===== src/rtl/vram_scanout.sv =====
// VGA 640x480@60 scan-out of the VRAM frame store: timing generation, 2x2 upscaled
// pixel fetch into a centred window, and ADV7123 DAC pin drive at CLOCK_50/2.
module vram_scanout #(
    parameter int unsigned       DATA_W = 24,
    parameter int unsigned       ADR_W  = 16,
    parameter int unsigned       SRC_W  = 280,
    parameter int unsigned       SRC_H  = 192,
    parameter int unsigned       X_OFF  = 40,
    parameter int unsigned       Y_OFF  = 48,
    parameter logic [DATA_W-1:0] BORDER = 24'h000000,
    parameter int unsigned       H_ACT  = 640,
    parameter int unsigned       H_FP   = 16,
    parameter int unsigned       H_SYNC = 96,
    parameter int unsigned       H_BP   = 48,
    parameter int unsigned       V_ACT  = 480,
    parameter int unsigned       V_FP   = 10,
    parameter int unsigned       V_SYNC = 2,
    parameter int unsigned       V_BP   = 33
) (
    input  logic              CLOCK_50,
    input  logic              RESET_N,
    output logic [ADR_W-1:0]  vram_radr,
    input  logic [DATA_W-1:0] vram_q,
    output logic              frame_start,
    output logic [7:0]        VGA_R,
    output logic [7:0]        VGA_G,
    output logic [7:0]        VGA_B,
    output logic              VGA_CLK,
    output logic              VGA_BLANK_N,
    output logic              VGA_SYNC_N,
    output logic              VGA_HS,
    output logic              VGA_VS
);

    localparam int unsigned H_TOT = H_ACT + H_FP + H_SYNC + H_BP;
    localparam int unsigned V_TOT = V_ACT + V_FP + V_SYNC + V_BP;
    localparam int unsigned HW    = $clog2(H_TOT);
    localparam int unsigned VW    = $clog2(V_TOT);

    localparam logic [HW-1:0]    H_LAST   = HW'(H_TOT - 1);
    localparam logic [HW-1:0]    H_ACT_E  = HW'(H_ACT);
    localparam logic [HW-1:0]    HS_BEG   = HW'(H_ACT + H_FP);
    localparam logic [HW-1:0]    HS_END   = HW'(H_ACT + H_FP + H_SYNC);
    localparam logic [HW-1:0]    X_BEG    = HW'(X_OFF);
    localparam logic [HW-1:0]    X_END    = HW'(X_OFF + 2 * SRC_W);
    localparam logic [VW-1:0]    V_LAST   = VW'(V_TOT - 1);
    localparam logic [VW-1:0]    V_ACT_E  = VW'(V_ACT);
    localparam logic [VW-1:0]    VS_BEG   = VW'(V_ACT + V_FP);
    localparam logic [VW-1:0]    VS_END   = VW'(V_ACT + V_FP + V_SYNC);
    localparam logic [VW-1:0]    Y_BEG    = VW'(Y_OFF);
    localparam logic [VW-1:0]    Y_END    = VW'(Y_OFF + 2 * SRC_H);
    localparam logic [ADR_W-1:0] ROW_STEP = ADR_W'(SRC_W);

    logic             pix_en;
    logic [HW-1:0]    h_cnt;
    logic [VW-1:0]    v_cnt;
    logic [ADR_W-1:0] row_base;

    logic             in_rows;
    logic             in_win;
    logic             active;
    logic             hs_n;
    logic             vs_n;
    logic             row_odd;
    logic [HW-1:0]    h_rel;

    // First delay stage: raster attributes of the pixel whose address was just issued.
    logic             hs_d;
    logic             vs_d;
    logic             act_d;
    logic             win_d;

    always_comb begin
        in_rows = (v_cnt >= Y_BEG) && (v_cnt < Y_END);
        in_win  = in_rows && (h_cnt >= X_BEG) && (h_cnt < X_END);
        active  = (h_cnt < H_ACT_E) && (v_cnt < V_ACT_E);
        hs_n    = !((h_cnt >= HS_BEG) && (h_cnt < HS_END));
        vs_n    = !((v_cnt >= VS_BEG) && (v_cnt < VS_END));
        row_odd = v_cnt[0] ^ Y_BEG[0];
        h_rel   = h_cnt - X_BEG;
    end

    assign VGA_SYNC_N = 1'b0;

    // Half-rate pixel enable; VGA_CLK rises one cycle after each pin update.
    always_ff @(posedge CLOCK_50 or negedge RESET_N) begin
        if (!RESET_N) begin
            pix_en      <= 1'b0;
            VGA_CLK     <= 1'b0;
            frame_start <= 1'b0;
        end else begin
            pix_en      <= ~pix_en;
            VGA_CLK     <= ~pix_en;
            frame_start <= !pix_en && (h_cnt == '0) && (v_cnt == '0);
        end
    end

    always_ff @(posedge CLOCK_50 or negedge RESET_N) begin
        if (!RESET_N) begin
            h_cnt <= '0;
            v_cnt <= '0;
        end else if (pix_en) begin
            if (h_cnt == H_LAST) begin
                h_cnt <= '0;
                v_cnt <= (v_cnt == V_LAST) ? '0 : v_cnt + 1'b1;
            end else begin
                h_cnt <= h_cnt + 1'b1;
            end
        end
    end

    // Row base steps by one source line after every second window line, so each
    // source row is fetched twice without a multiplier.
    always_ff @(posedge CLOCK_50 or negedge RESET_N) begin
        if (!RESET_N) begin
            row_base  <= '0;
            vram_radr <= '0;
        end else if (pix_en) begin
            if (v_cnt == '0) begin
                row_base <= '0;
            end else if ((h_cnt == H_LAST) && in_rows && row_odd) begin
                row_base <= row_base + ROW_STEP;
            end
            if (in_win) begin
                vram_radr <= row_base + ADR_W'(h_rel >> 1);
            end
        end
    end

    always_ff @(posedge CLOCK_50 or negedge RESET_N) begin
        if (!RESET_N) begin
            hs_d  <= 1'b1;
            vs_d  <= 1'b1;
            act_d <= 1'b0;
            win_d <= 1'b0;
        end else if (pix_en) begin
            hs_d  <= hs_n;
            vs_d  <= vs_n;
            act_d <= active;
            win_d <= in_win;
        end
    end

    // The RAM answer for the address issued one pixel ago is on vram_q during the
    // pix_en cycle, so it joins the delayed attributes directly at the pins.
    always_ff @(posedge CLOCK_50 or negedge RESET_N) begin
        if (!RESET_N) begin
            VGA_HS      <= 1'b1;
            VGA_VS      <= 1'b1;
            VGA_BLANK_N <= 1'b0;
            VGA_R       <= '0;
            VGA_G       <= '0;
            VGA_B       <= '0;
        end else if (pix_en) begin
            VGA_HS      <= hs_d;
            VGA_VS      <= vs_d;
            VGA_BLANK_N <= act_d;
            if (act_d && win_d) begin
                VGA_R <= vram_q[23:16];
                VGA_G <= vram_q[15:8];
                VGA_B <= vram_q[7:0];
            end else if (act_d) begin
                VGA_R <= BORDER[23:16];
                VGA_G <= BORDER[15:8];
                VGA_B <= BORDER[7:0];
            end else begin
                VGA_R <= '0;
                VGA_G <= '0;
                VGA_B <= '0;
            end
        end
    end

endmodule

===== config.mk =====
export PLATFORM = sky130hd
export DESIGN_NAME = vram_scanout
export DESIGN_NICKNAME = d
export VERILOG_FILES = /design/src/rtl/vram_scanout.sv
export SDC_FILE = /design/constraint.sdc
export NUM_CORES = 1
export LEC_CHECK = 0
export CORE_MARGIN = 3
export CORE_UTILIZATION = 38
export CTS_CLUSTER_DIAMETER = 50
export DETAILED_ROUTE_END_ITERATION = 12
export GPL_TIMING_DRIVEN = 0
export PLACE_DENSITY = 0.64
export SLEW_MARGIN = 10
export SYNTH_ARGS = -nofsm -noshare
export SYNTH_HDL_FRONTEND = slang
export SYNTH_SLANG_ARGS = --single-unit

===== constraint.sdc =====
create_clock -name CLOCK_50 -period 3.73 [get_ports CLOCK_50]
set_clock_uncertainty 0.2 [all_clocks]
set_input_delay 0.746 -clock CLOCK_50 [delete_from_list [all_inputs] [get_ports CLOCK_50]]
set_output_delay 0.746 -clock CLOCK_50 [all_outputs]
set_load 0.02 [all_outputs]

; ---- After elaboration in Yosys (flattened, before gate mapping)
; Cells that the tools add are included.
[word_totals]
register_bits = 85
elab_cells = 61
out_inout_bits = 46
[op_classes]
muxes = 7
n_eq_ne = 2
bitwise_logic = 1
n_addsub = 5
reduce_logical = 20
order_cmp = 10
[ops]
columns = op, count
row1 = $mux W16, 2
row2 = $lt A10 B10 Y1 const B, 3
row3 = $lt A10 B9 Y1 const B, 3
row4 = $mux W8, 3
row5 = $add A10 B1 Y10 const B, 2
row6 = $eq A10 B10 Y1 const B, 2
row7 = $ge A10 B6 Y1 const B, 2
row8 = $logic_not A10 Y1, 2
row9 = $mux W10, 2
row10 = $add A16 B9 Y16, 1
row11 = $add A16 B9 Y16 const B, 1
row12 = $logic_and A1 B1 Y1, 11
row13 = $ge A10 B10 Y1 const B, 1
row14 = $ge A10 B9 Y1 const B, 1
row15 = $sub A10 B6 Y10 const B, 1
row16 = $reduce_and A2 Y1, 3
row17 = $logic_not A1 Y1, 3
row18 = $reduce_bool A2 Y1, 1
row19 = $not A1 Y1, 1

; ---- Longest topological paths before layout
[depth]
ltp_word = 6
depth_mapped = 12
mapped_depth_nobuf = 11

; ---- Worst setup path after synthesis
; OpenSTA, ideal clock, no wires.
[synth_path]
path_type = flip-flop to flip-flop
start = register h_cnt[4]
end = register vram_radr[15]
setup_ps = 82
n_path_buf = 1
synth_period_minus_slack_ps = 2689
path_slack_ps = 1041
t_arrival_ps = 2407
path_stages_with_launch = 13
cell_sequence = dfrtp_1 buf_2 inv_1 ha_1 inv_1 a21oi_1 xor2_1 ha_1 o21ai_0 o21ai_1 nand2_1 or3_1 a31oi_1
[synth_via]
elab_chain_cells = 4
elab_cells_between_ends = 7
cone_classes = add/sub (2) / order compare (2) / reduce/logical (3)
[synth_lines]
columns = element, line
row1 = from (decl), 55  ; logic [HW-1:0] h_cnt;
row2 = from (signal assigned), 107  ; h_cnt <= h_cnt + 1'b1;
row3 = "parallel branches: the longest is 4 deep, another holds $add A16 B9 Y16", -
row4 = to (signal assigned), 125  ; vram_radr <= row_base + ADR_W'(h_rel >> 1);
row5 = to (decl), 22  ; output logic [ADR_W-1:0] vram_radr,
; Several ways; the timed one is not identified.
; A chain may end at the register's enable or synchronous reset.

; ---- Worst setup path in the final report
; Ends and elaborated chain as after synthesis.

==> results.cfg <==
[status]
status = finished clean

[die]
rows = 37
coreArea_um2 = 10400
boundaryPins = 72
die_y_um = 110
die_area_um2 = 12100
start_util_pct = 39.3
die_width_um = 110

[finish]
fin_area_um2 = 5180
fill_cells = 982
fin_util_pct = 49.7
diodes = 0
fin_nets = 503
multi_input_area_um2 = 1830
drive_above_1_share_pct = 13.0
seq_area_um2 = 2060
syn_to_final_growth_pct = 26.4

[synth]
ys_async_sr_fraction_pct = 100
ys.flop_type = dfrtp_1
synthMuxAreaShare_pct = 5.07
yosysWarnings = 0
synthTopCellsByArea = dfrtp_1 48%, a22o_1 5.3%, ha_1 4.3%
syn_avg_cell_area_um2 = 10.8
yosys.area.top_type = dfrtp_1
ys_ff_latch = 82
yosys.area.top_type_share_pct = 47.6
synth-edff-count = 0
synth_top_family_by_area = compound AO/OA/AOI/OAI gates
synth_compound_area_share_pct = 15.5
syn_nets = 421
synthAdderAreaFrac_pct = 4.28
ys_types = 55
synth-seq-area-share_pct = 50.2
synth.most_common_cell = dfrtp_1
synthesis.area_um2 = 4100
netlist_top_cells_count = 78 x dfrtp_1, 28 x nor2_1, 25 x a22o_1, 25 x nand2_1, 18 x a21oi_1
netlist_instances = 381
yosys.area_share.simple_pct = 14.7
synth-xor-area-share_pct = 5.13

[power_and_ir_drop]
ir_drop_mv = 0.151
total_power_mw = 1.55
power_density_nw_per_um2 = 300
leakage_nw = 2.27

[worst_setup_path]
crit_required_ns = 3.82
endpoint_kind = flop
critPathLaunch = h_cnt[4]$_DFFE_PN0P_
cp-start-kind = flop
slowest_stage = o21ai_1
cpPeakStageDelay_ns = 0.39
critical_path.endpoint = vram_radr[15]$_DFFE_PN0P_
critPathMaxFanout = 10
r2r_end = vram_radr[15]$_DFFE_PN0P_
crit_type = reg2reg
reg2reg_setup_slack_ns = 0.60
path_cells = buf_2 > inv_1 > ha_1 > inv_1 > a21oi_1 > xor2_1 > ha_1 > o21ai_0 > o21ai_1 > nand2_1 > or3_1 > a31oi_1
ff2ff_path_depth = 12
crit_arrival_ns = 3.22
r2r-start = h_cnt[4]$_DFFE_PN0P_

[route]
routedWlPerCell_um = 15.3
viasPerCell = 5.19
drtIter0Drc = 102
num_vias = 3137
drc = 0
firstDrtPassIters = 4
finalWirelength_um = 9230
final_antenna_net_count = 0

[clock_tree]
clkLatencyLatePin_ns = 0.37
cts_buffer_depth = 2
cts_buffers = 9
clock_sinks = 82
ctsResizeCount = 0
htree_levels = 3
clk_pin_slew_ns = 0.10
cts_tree = yes
cts_setup_buffers = 0
cts_root_buffer = clkbuf_8
cts_hold_buf = 0

[min_path]
min_path_type = in2async

[sta]
fmax_ghz = 0.320
fin_crit_ns = 3.13
rsz0062_at_grt = no
tightest_slew_ns = 0.712
setup_viol = 0
timing.final.crit_share_pct = 83.9
maxSlewHeadroom_pct = 52.5
finalHoldViolCount = 0
finalMaxSlewViolations = 0

[job]
cap_viol_max_count = 0

[global_routing]
grt_max_degree = 52
grt_use_total_pct = 16.2
antenna_found_initial = 0
grt_pass1_wl_um = 15400
grt-ovfl-total = 0
grt_pass1_vias = 3045

[place]
place_area_um2 = 4990
numPortBuffers = 70
dpl.hpwl_um = 6730
gp_congestion = 0.808
## how the worst min path moves through the flow
| stage | end | cells after the start |
|---|---|---|
| finish | VGA_G[6]$_DFFE_PN0P_ | 1 |
| global route | VGA_G[6]$_DFFE_PN0P_ | 1 |
| CTS | VGA_G[6]$_DFFE_PN0P_ | 1 |
| detailed placement | win_d$_DFFE_PN0P_ | 1 |
| global placement | win_d$_DFFE_PN0P_ | 1 |
| floorplan | win_d$_DFFE_PN0P_ | 1 |
## power by group
group / leakage, nW / total, mW / switching (mW) / internal, mW
combinational: 1.07 / 0.0480 / 0.0219 / 0.0261
sequential: 1.11 / 0.888 / 0 / 0.888
clock: 0.0884 / 0.615 / 0.361 / 0.253
## state kept, by name, summed over array words and instances (netlist names), 8 cells and up
register	count
VGA_B	8
h_cnt	10
v_cnt	10
row_base	13
VGA_G	8
vram_radr	16
VGA_R	8
## through the flow
step | worst slack [ns] | instances | hold slack, ns | TNS, ns
3_3_place_gp | -1.27 | 587 | 0.259 | -99.98
6_report | 0.601 | 604 | 0.107 | 0
3_5_place_dp | 0.644 | 588 | 0.263 | 0
5_1_grt | 0.397 | 604 | 0.131 | 0
2_1_floorplan | 1.04 | 381 | 0.241 | 0
4_1_cts | 0.621 | 604 | 0.113 | 0
## cells by family after synthesis
family,Yosys count
buffers and inverters,42
adder cells (fa/ha/maj),14
XOR/XNOR,24
flip-flops,82
other,1
AND/OR/NAND/NOR,110
multiplexers,18
AO/OA/AOI/OAI,90
## layout by cell type, fill, tap and decap left out, types with 10 or more instances in the layout
cell type and count:
xor2_1 10, a21oi_1 18, clkbuf_1 11, clkdlybuf4s50_1 69, mux2_2 10, nand3_1 16, xnor2_1 14, nor2_1 28
o21ai_0 17, ha_1 14, inv_1 15, dfrtp_1 78, nand2_1 25, a22o_1 25
## area by class of cell
type,instances,area share (%)
sequential,82,39.7
multi-input combinational,257,35.4
timing repair buffer,71,14.0
tap,136,3.29
buffer,27,2.90
clock buffer,9,2.39
clock inverter,7,1.18
inverter,15,1.09
## per-layer routing
metal  part of all wire (%)  global-route usage, %
met1                     48                   22.5
met2                     47                   25.7
met3                    3.3                   2.64
met4                    1.7                   5.61
met5                      0                      0
## worst max-delay path, delay by kind of cell (launching register included)
kind,cells,cell delay [ns]
flip-flops,1,0.38
buffers and inverters,3,0.43
adder cells (fa/ha/maj),2,0.53
AND/OR/NAND/NOR,2,0.57
AO/OA/AOI/OAI,4,0.77
XOR/XNOR,1,0.18
(Power assumes the default switching activity.)
